## config.mk

```make
export PLATFORM = sky130hd
export DESIGN_NAME = memory_bus_controller
export DESIGN_NICKNAME = d
export VERILOG_FILES = /design/src/rtl/memory_bus_controller.sv
export SDC_FILE = /design/constraint.sdc
export NUM_CORES = 1
export LEC_CHECK = 0
export BUFFER_PORTS_ARGS = -buffer_cell sky130_fd_sc_hd__buf_4
export CAP_MARGIN = 10
export CORE_UTILIZATION = 51
export DETAILED_ROUTE_END_ITERATION = 10
export GPL_TIMING_DRIVEN = 0
export HOLD_SLACK_MARGIN = 0.1
export PLACE_DENSITY_LB_ADDON = 0.12
export SLEW_MARGIN = 40
export SYNTH_ARGS = -nofsm -noshare
export SYNTH_HDL_FRONTEND = slang
export SYNTH_SLANG_ARGS = --single-unit
```

## constraint.sdc

```tcl
create_clock -name clock -period 2.2 [get_ports clock]
set_input_delay 0.33 -clock clock [delete_from_list [all_inputs] [get_ports clock]]
set_output_delay 0.33 -clock clock [all_outputs]
set_load 0.005 [all_outputs]
```

## src/rtl/memory_bus_controller.sv

```systemverilog
// Byte-wide external memory bus master: runs one byte or two-byte (little-endian) access per request
// with an acknowledge handshake and a bounded per-phase wait that turns into an error response.
module memory_bus_controller #(
   parameter int ADDRESS_WIDTH  = 16,
   parameter int DATA_WIDTH     = 8,
   parameter int TIMEOUT_CYCLES = 15
) (
   input  logic                      clock,
   input  logic                      reset,
   input  logic                      request_valid,
   output logic                      request_ready,
   input  logic                      request_write,
   input  logic                      request_word,
   input  logic [ADDRESS_WIDTH-1:0]  request_address,
   input  logic [2*DATA_WIDTH-1:0]   request_data,
   output logic                      response_valid,
   output logic [2*DATA_WIDTH-1:0]   response_data,
   output logic                      response_error,
   output logic [ADDRESS_WIDTH-1:0]  bus_address,
   output logic [DATA_WIDTH-1:0]     bus_write_data,
   output logic                      bus_read_enable,
   output logic                      bus_write_enable,
   input  logic [DATA_WIDTH-1:0]     bus_read_data,
   input  logic                      bus_acknowledge
);

   localparam int TIMER_WIDTH = $clog2(TIMEOUT_CYCLES + 1);
   localparam logic [TIMER_WIDTH-1:0] TIMER_LAST = TIMER_WIDTH'(TIMEOUT_CYCLES - 1);

   typedef enum logic [1:0] {IDLE, LOW, HIGH, RESP} state_t;

   state_t                    state_reg,   state_next;
   logic                      write_reg,   write_next;
   logic                      word_reg,    word_next;
   logic [ADDRESS_WIDTH-1:0]  address_reg, address_next;
   logic [2*DATA_WIDTH-1:0]   wdata_reg,   wdata_next;
   logic [2*DATA_WIDTH-1:0]   rdata_reg,   rdata_next;
   logic                      error_reg,   error_next;
   logic [TIMER_WIDTH-1:0]    timer_reg,   timer_next;
   logic                      phase_active;

   always_ff @(posedge clock) begin
      if (reset) begin
         state_reg   <= IDLE;
         write_reg   <= 1'b0;
         word_reg    <= 1'b0;
         address_reg <= '0;
         wdata_reg   <= '0;
         rdata_reg   <= '0;
         error_reg   <= 1'b0;
         timer_reg   <= '0;
      end else begin
         state_reg   <= state_next;
         write_reg   <= write_next;
         word_reg    <= word_next;
         address_reg <= address_next;
         wdata_reg   <= wdata_next;
         rdata_reg   <= rdata_next;
         error_reg   <= error_next;
         timer_reg   <= timer_next;
      end
   end

   assign phase_active = (state_reg == LOW) || (state_reg == HIGH);

   always_comb begin
      state_next   = state_reg;
      write_next   = write_reg;
      word_next    = word_reg;
      address_next = address_reg;
      wdata_next   = wdata_reg;
      rdata_next   = rdata_reg;
      error_next   = error_reg;
      timer_next   = timer_reg;
      case (state_reg)
         IDLE: begin
            if (request_valid) begin
               write_next   = request_write;
               word_next    = request_word;
               address_next = request_address;
               wdata_next   = request_data;
               rdata_next   = '0;
               error_next   = 1'b0;
               timer_next   = '0;
               state_next   = LOW;
            end
         end
         LOW, HIGH: begin
            // Acknowledge is tested before the timer so a late ack on the last cycle still succeeds.
            if (bus_acknowledge) begin
               if (!write_reg) begin
                  if (state_reg == LOW) rdata_next[DATA_WIDTH-1:0] = bus_read_data;
                  else                  rdata_next[2*DATA_WIDTH-1:DATA_WIDTH] = bus_read_data;
               end
               timer_next = '0;
               state_next = (state_reg == LOW && word_reg) ? HIGH : RESP;
            end else if (timer_reg == TIMER_LAST) begin
               error_next = 1'b1;
               rdata_next = '0;
               timer_next = '0;
               state_next = RESP;
            end else begin
               timer_next = timer_reg + 1'b1;
            end
         end
         RESP: state_next = IDLE;
         default: state_next = IDLE;
      endcase
   end

   always_comb begin
      request_ready    = (state_reg == IDLE);
      response_valid   = (state_reg == RESP);
      response_error   = (state_reg == RESP) && error_reg;
      response_data    = (state_reg == RESP) ? rdata_reg : '0;
      bus_read_enable  = phase_active && !write_reg;
      bus_write_enable = phase_active && write_reg;
      bus_address      = '0;
      bus_write_data   = '0;
      if (state_reg == LOW) begin
         bus_address    = address_reg;
         bus_write_data = wdata_reg[DATA_WIDTH-1:0];
      end else if (state_reg == HIGH) begin
         bus_address    = address_reg + 1'b1;
         bus_write_data = wdata_reg[2*DATA_WIDTH-1:DATA_WIDTH];
      end
   end

endmodule

```

==> run_summary.xml <==
<?xml version="1.0" encoding="UTF-8"?>
<metrics>
  <group name="worst_setup_path">
    <metric name="critical_path_arrival" unit="ns">1.97</metric>
    <metric name="timing.critical_path.slowest_cell_delay" unit="ns">0.36</metric>
    <metric name="timing.critical_path.to" unit="">bus_address[13]</metric>
    <metric name="cp-end-kind" unit="">primary output</metric>
    <metric name="worstReg2RegStart" unit="">state_reg[1]</metric>
    <metric name="largest_fanout_on_the_critical_path" unit="">6</metric>
    <metric name="cp.required" unit="ns">1.87</metric>
    <metric name="setup.reg_to_reg.worst_slack" unit="ns">0.10</metric>
    <metric name="worst_setup_path_start_kind" unit="">flop</metric>
    <metric name="reg2regPathDepth" unit="">8</metric>
    <metric name="critPathSlowestCell" unit="">sky130_fd_sc_hd__dfxtp_2</metric>
    <metric name="reg2reg_to" unit="">rdata_reg[2]</metric>
    <metric name="critical_path_class" unit="">flop to primary output</metric>
    <metric name="worstPathCellList" unit="">inv_2 -&gt; ha_4 -&gt; nand4b_1 -&gt; buf_6 -&gt; nor4_4 -&gt; mux2i_1 -&gt; buf_4</metric>
    <metric name="critPathLaunch" unit="">state_reg[1]</metric>
  </group>
  <group name="yosys">
    <metric name="netlist_instances" unit="">390</metric>
    <metric name="synth_cell_types" unit="">44</metric>
    <metric name="synth_xor_xnor_area_share" unit="">0.00296</metric>
    <metric name="synth_adder_area_share" unit="">0.0296</metric>
    <metric name="post_synth_main_area_contributors" unit="">sky130_fd_sc_hd__dfxtp_1 (39%), sky130_fd_sc_hd__nand2_1 (13%), sky130_fd_sc_hd__a21oi_1 (7.1%), sky130_fd_sc_hd__and2_1 (4.2%), sky130_fd_sc_hd__nand2b_1 (4.0%)</metric>
    <metric name="synth.ff_latch_count" unit="">57</metric>
    <metric name="synth.top_cell.area_share" unit="">0.385</metric>
    <metric name="synth_simple_gate_area_share" unit="">0.303</metric>
    <metric name="syn_area_per_cell" unit="sq um">7.60</metric>
    <metric name="synth_flop_cell" unit="">sky130_fd_sc_hd__dfxtp_1</metric>
    <metric name="synth_mux_area_frac" unit="">0.0241</metric>
    <metric name="combinational_family_with_the_most_area_after_synthesis" unit="">simple AND/OR/NAND/NOR gates</metric>
    <metric name="synth-edff-count" unit="">0</metric>
    <metric name="cell_area_after_technology_mapping" unit="sq um">2960</metric>
    <metric name="synthArstFlopShare" unit="">0</metric>
    <metric name="yosys_warnings" unit="">0</metric>
    <metric name="syn-num-nets" unit="">443</metric>
    <metric name="yosys_top_cell_by_area" unit="">sky130_fd_sc_hd__dfxtp_1</metric>
    <metric name="synth_compound_area_frac" unit="">0.196</metric>
    <metric name="synth_seq_area_share" unit="">0.385</metric>
  </group>
  <group name="clocking">
    <metric name="max-clock-path-buffers" unit="">2</metric>
    <metric name="clock_tree_from_tritoncts" unit="">built</metric>
    <metric name="clockRootBuffer" unit="">sky130_fd_sc_hd__clkbuf_8</metric>
    <metric name="clkSinkCount" unit="">57</metric>
    <metric name="cts.reportedPaths.clkPinSlew" unit="ns">0.07</metric>
    <metric name="clock_insertion_delay_worst_skew" unit="ns">0.34</metric>
    <metric name="cts.htree.levels" unit="">3</metric>
    <metric name="cts_inserted_buffers" unit="">9</metric>
  </group>
  <group name="timing">
    <metric name="post-route-period-util" unit="">1.05</metric>
    <metric name="hold-worst-slack" unit="ns">0.206</metric>
    <metric name="setup_violations_final" unit="">8</metric>
    <metric name="final-max-slew-violation-count" unit="">0</metric>
    <metric name="fin_tns_setup" unit="ns">-0.468</metric>
    <metric name="clock_skew" unit="ns">0.00412</metric>
    <metric name="post-route-worst-setup-slack" unit="ns">-0.103</metric>
    <metric name="fmax" unit="MHz">434</metric>
    <metric name="worst_slew_pin_slew" unit="ns">0.624</metric>
    <metric name="rsz0062_at_grt" unit="">yes</metric>
    <metric name="final-hold-violation-count" unit="">0</metric>
    <metric name="period_needed" unit="ns">2.30</metric>
    <metric name="max-slew-margin-rel" unit="">0.584</metric>
  </group>
  <group name="routing">
    <metric name="drt_pass1_iterations" unit="">5</metric>
    <metric name="drt-wirelength-per-cell" unit="um">14.8</metric>
    <metric name="drc_violations_left" unit="">0</metric>
    <metric name="drtIter0Drc" unit="">149</metric>
    <metric name="drtAntennaViolNets" unit="">0</metric>
    <metric name="drt-vias-per-instance" unit="">5.55</metric>
    <metric name="routed_wl" unit="mm">8.61</metric>
    <metric name="vias" unit="">3223</metric>
  </group>
  <group name="final_layout">
    <metric name="postLayoutCellArea" unit="sq um">4270</metric>
    <metric name="final_core_util" unit="">0.770</metric>
    <metric name="antenna_cells" unit="">0</metric>
    <metric name="post_route_cells_drive_above_1_share" unit="">0.306</metric>
    <metric name="stdcell_count" unit="">581</metric>
    <metric name="number_of_fillers_in_the_final_layout" unit="">430</metric>
    <metric name="syn2layout_area_growth" unit="%">44.0</metric>
    <metric name="finalNetCount" unit="">557</metric>
  </group>
  <group name="die">
    <metric name="placementRows" unit="">27</metric>
    <metric name="die_height" unit="um">78.2</metric>
    <metric name="placeableCoreArea" unit="sq um">5540</metric>
    <metric name="chipWidth" unit="um">78.2</metric>
    <metric name="design.die.area" unit="sq um">6120</metric>
    <metric name="floorplan.io_pins" unit="">91</metric>
    <metric name="start_util" unit="">0.535</metric>
  </group>
  <group name="global_route">
    <metric name="grtUsageMet3" unit="">0.0488</metric>
    <metric name="grt-ovfl-total" unit="">0</metric>
    <metric name="number_of_global_route_vias_before_repair" unit="">3042</metric>
    <metric name="track_usage" unit="">0.284</metric>
    <metric name="top_usage_layer" unit="">met2</metric>
    <metric name="grt_antenna_before_repair" unit="">0</metric>
    <metric name="gr-usage-met2" unit="">0.512</metric>
    <metric name="maximum_number_of_pins_on_one_net_before_global_route_repair" unit="">11</metric>
    <metric name="grt_pass1_wl" unit="mm">13.8</metric>
    <metric name="met1_usage" unit="">0.336</metric>
  </group>
  <group name="pwr">
    <metric name="cell_pwr_density" unit="nW/um^2">978</metric>
    <metric name="p_leak" unit="nW">1.78</metric>
    <metric name="post-layout-total-power" unit="mW">4.17</metric>
    <metric name="vdd.ir_drop.worst" unit="V">0.000898</metric>
  </group>
  <group name="flow_run">
    <metric name="timing.max_cap.violations" unit="">0</metric>
  </group>
  <group name="place">
    <metric name="dp_slack" unit="ns">-0.0430</metric>
    <metric name="port_buffers" unit="">90</metric>
    <metric name="numPlacedInstances" unit="">552</metric>
    <metric name="postPlaceCellArea" unit="sq um">3730</metric>
    <metric name="gp_congestion" unit="">0.827</metric>
    <metric name="dp.final_hpwl" unit="mm">5.66</metric>
  </group>
  <group name="outcome">
    <metric name="run_status" unit="">finished, violations left</metric>
    <metric name="violations" unit="">negative setup slack</metric>
  </group>
  <group name="worst_hold_path">
    <metric name="worst_hold_path_type" unit="">input port to flop</metric>
  </group>
</metrics>
[power by group]
group          leakage [nW]  total [mW]  switching, mW  internal, mW
registers             0.468        1.41          0.183          1.23
logic                  1.19        1.54          0.890         0.648
clock network         0.120        1.22          0.439         0.782
[timing repair]
action                     CTS  global route
buffers inserted             9             7
setup endpoints to repair   24            13
pin swaps                   10             3
resized for setup           33             9
hold buffers                 0             0
[cell families (layout without fill, tap and decap cells)]
group / Yosys count / count (layout)
buffers and inverters: 46 / 165
adders and majority gates: 7 / 7
DFF: 57 / 57
AOI/OAI and AO/OA: 90 / 90
and+or+nand+nor: 182 / 182
xor gates and xnor gates: 1 / 1
muxes: 7 / 7
[placed cells by master, fill, tap and decap left out, drive strengths merged, types with 13 or more instances in the layout]
cell and instances:
buf 112, nand2 101, dfxtp 57, a21oi 42, clkbuf 27, inv 21
and2 20, nand2b 19, o21ai 13
[layer usage]
layer  share of wire  wire, um
met1            0.41      3540
met2            0.51      4360
met3           0.057       494
met4           0.025       213
met5               0         0
[how the worst min path moves through the flow]
stage / from / to / slack [ns] / cells after the start
3_5_place_dp: wdata_reg[5] / wdata_reg[5] / 0.45 / 2
6_report: bus_read_data[7] / rdata_reg[7] / 0.21 / 2
5_1_grt: bus_read_data[7] / rdata_reg[7] / 0.20 / 2
2_1_floorplan: word_reg / word_reg / 0.43 / 2
3_3_place_gp: wdata_reg[1] / wdata_reg[1] / 0.44 / 2
4_1_cts: bus_read_data[7] / rdata_reg[7] / 0.21 / 2
[critical path, delay by kind of cell (launching register included)]
family                   cells  cell delay, ns
AND/OR/NAND/NOR              2            0.48
buffers and inverters        3            0.38
flip-flops                   1            0.36
multiplexers                 1            0.24
adder cells (fa/ha/maj)      1            0.18
[final cells by class]
type / instances / area (sq um) / area share
clock buffers: 11 / 141 / 0.0331
plain buffers: 22 / 104 / 0.0243
inverters: 21 / 78.8 / 0.0185
well taps: 72 / 90.1 / 0.0211
repair buffers: 106 / 820 / 0.192
multi-input cells: 287 / 1780 / 0.417
clock inverters: 5 / 103 / 0.0240
flip-flops and latches: 57 / 1150 / 0.270
[cells in the mapped netlist, drive strengths merged (2+ instances only)]
cell,count
o31ai,2
dfxtp,57
nor2,4
inv,21
a221oi,3
a21oi,42
mux2i,6
nor2b,3
o41ai,2
nand3b,2
nand2b,19
and2,20
o21ai,13
o32ai,8
a22o,2
ha,7
buf,6
nand4,5
o211ai,2
and3,2
nand4b,2
nand3,8
o311ai,2
or4,7
o2bb2ai,8
nor4,4
clkbuf,19
nand2,101
No activity file was read; power rests on OpenSTA's default activity.
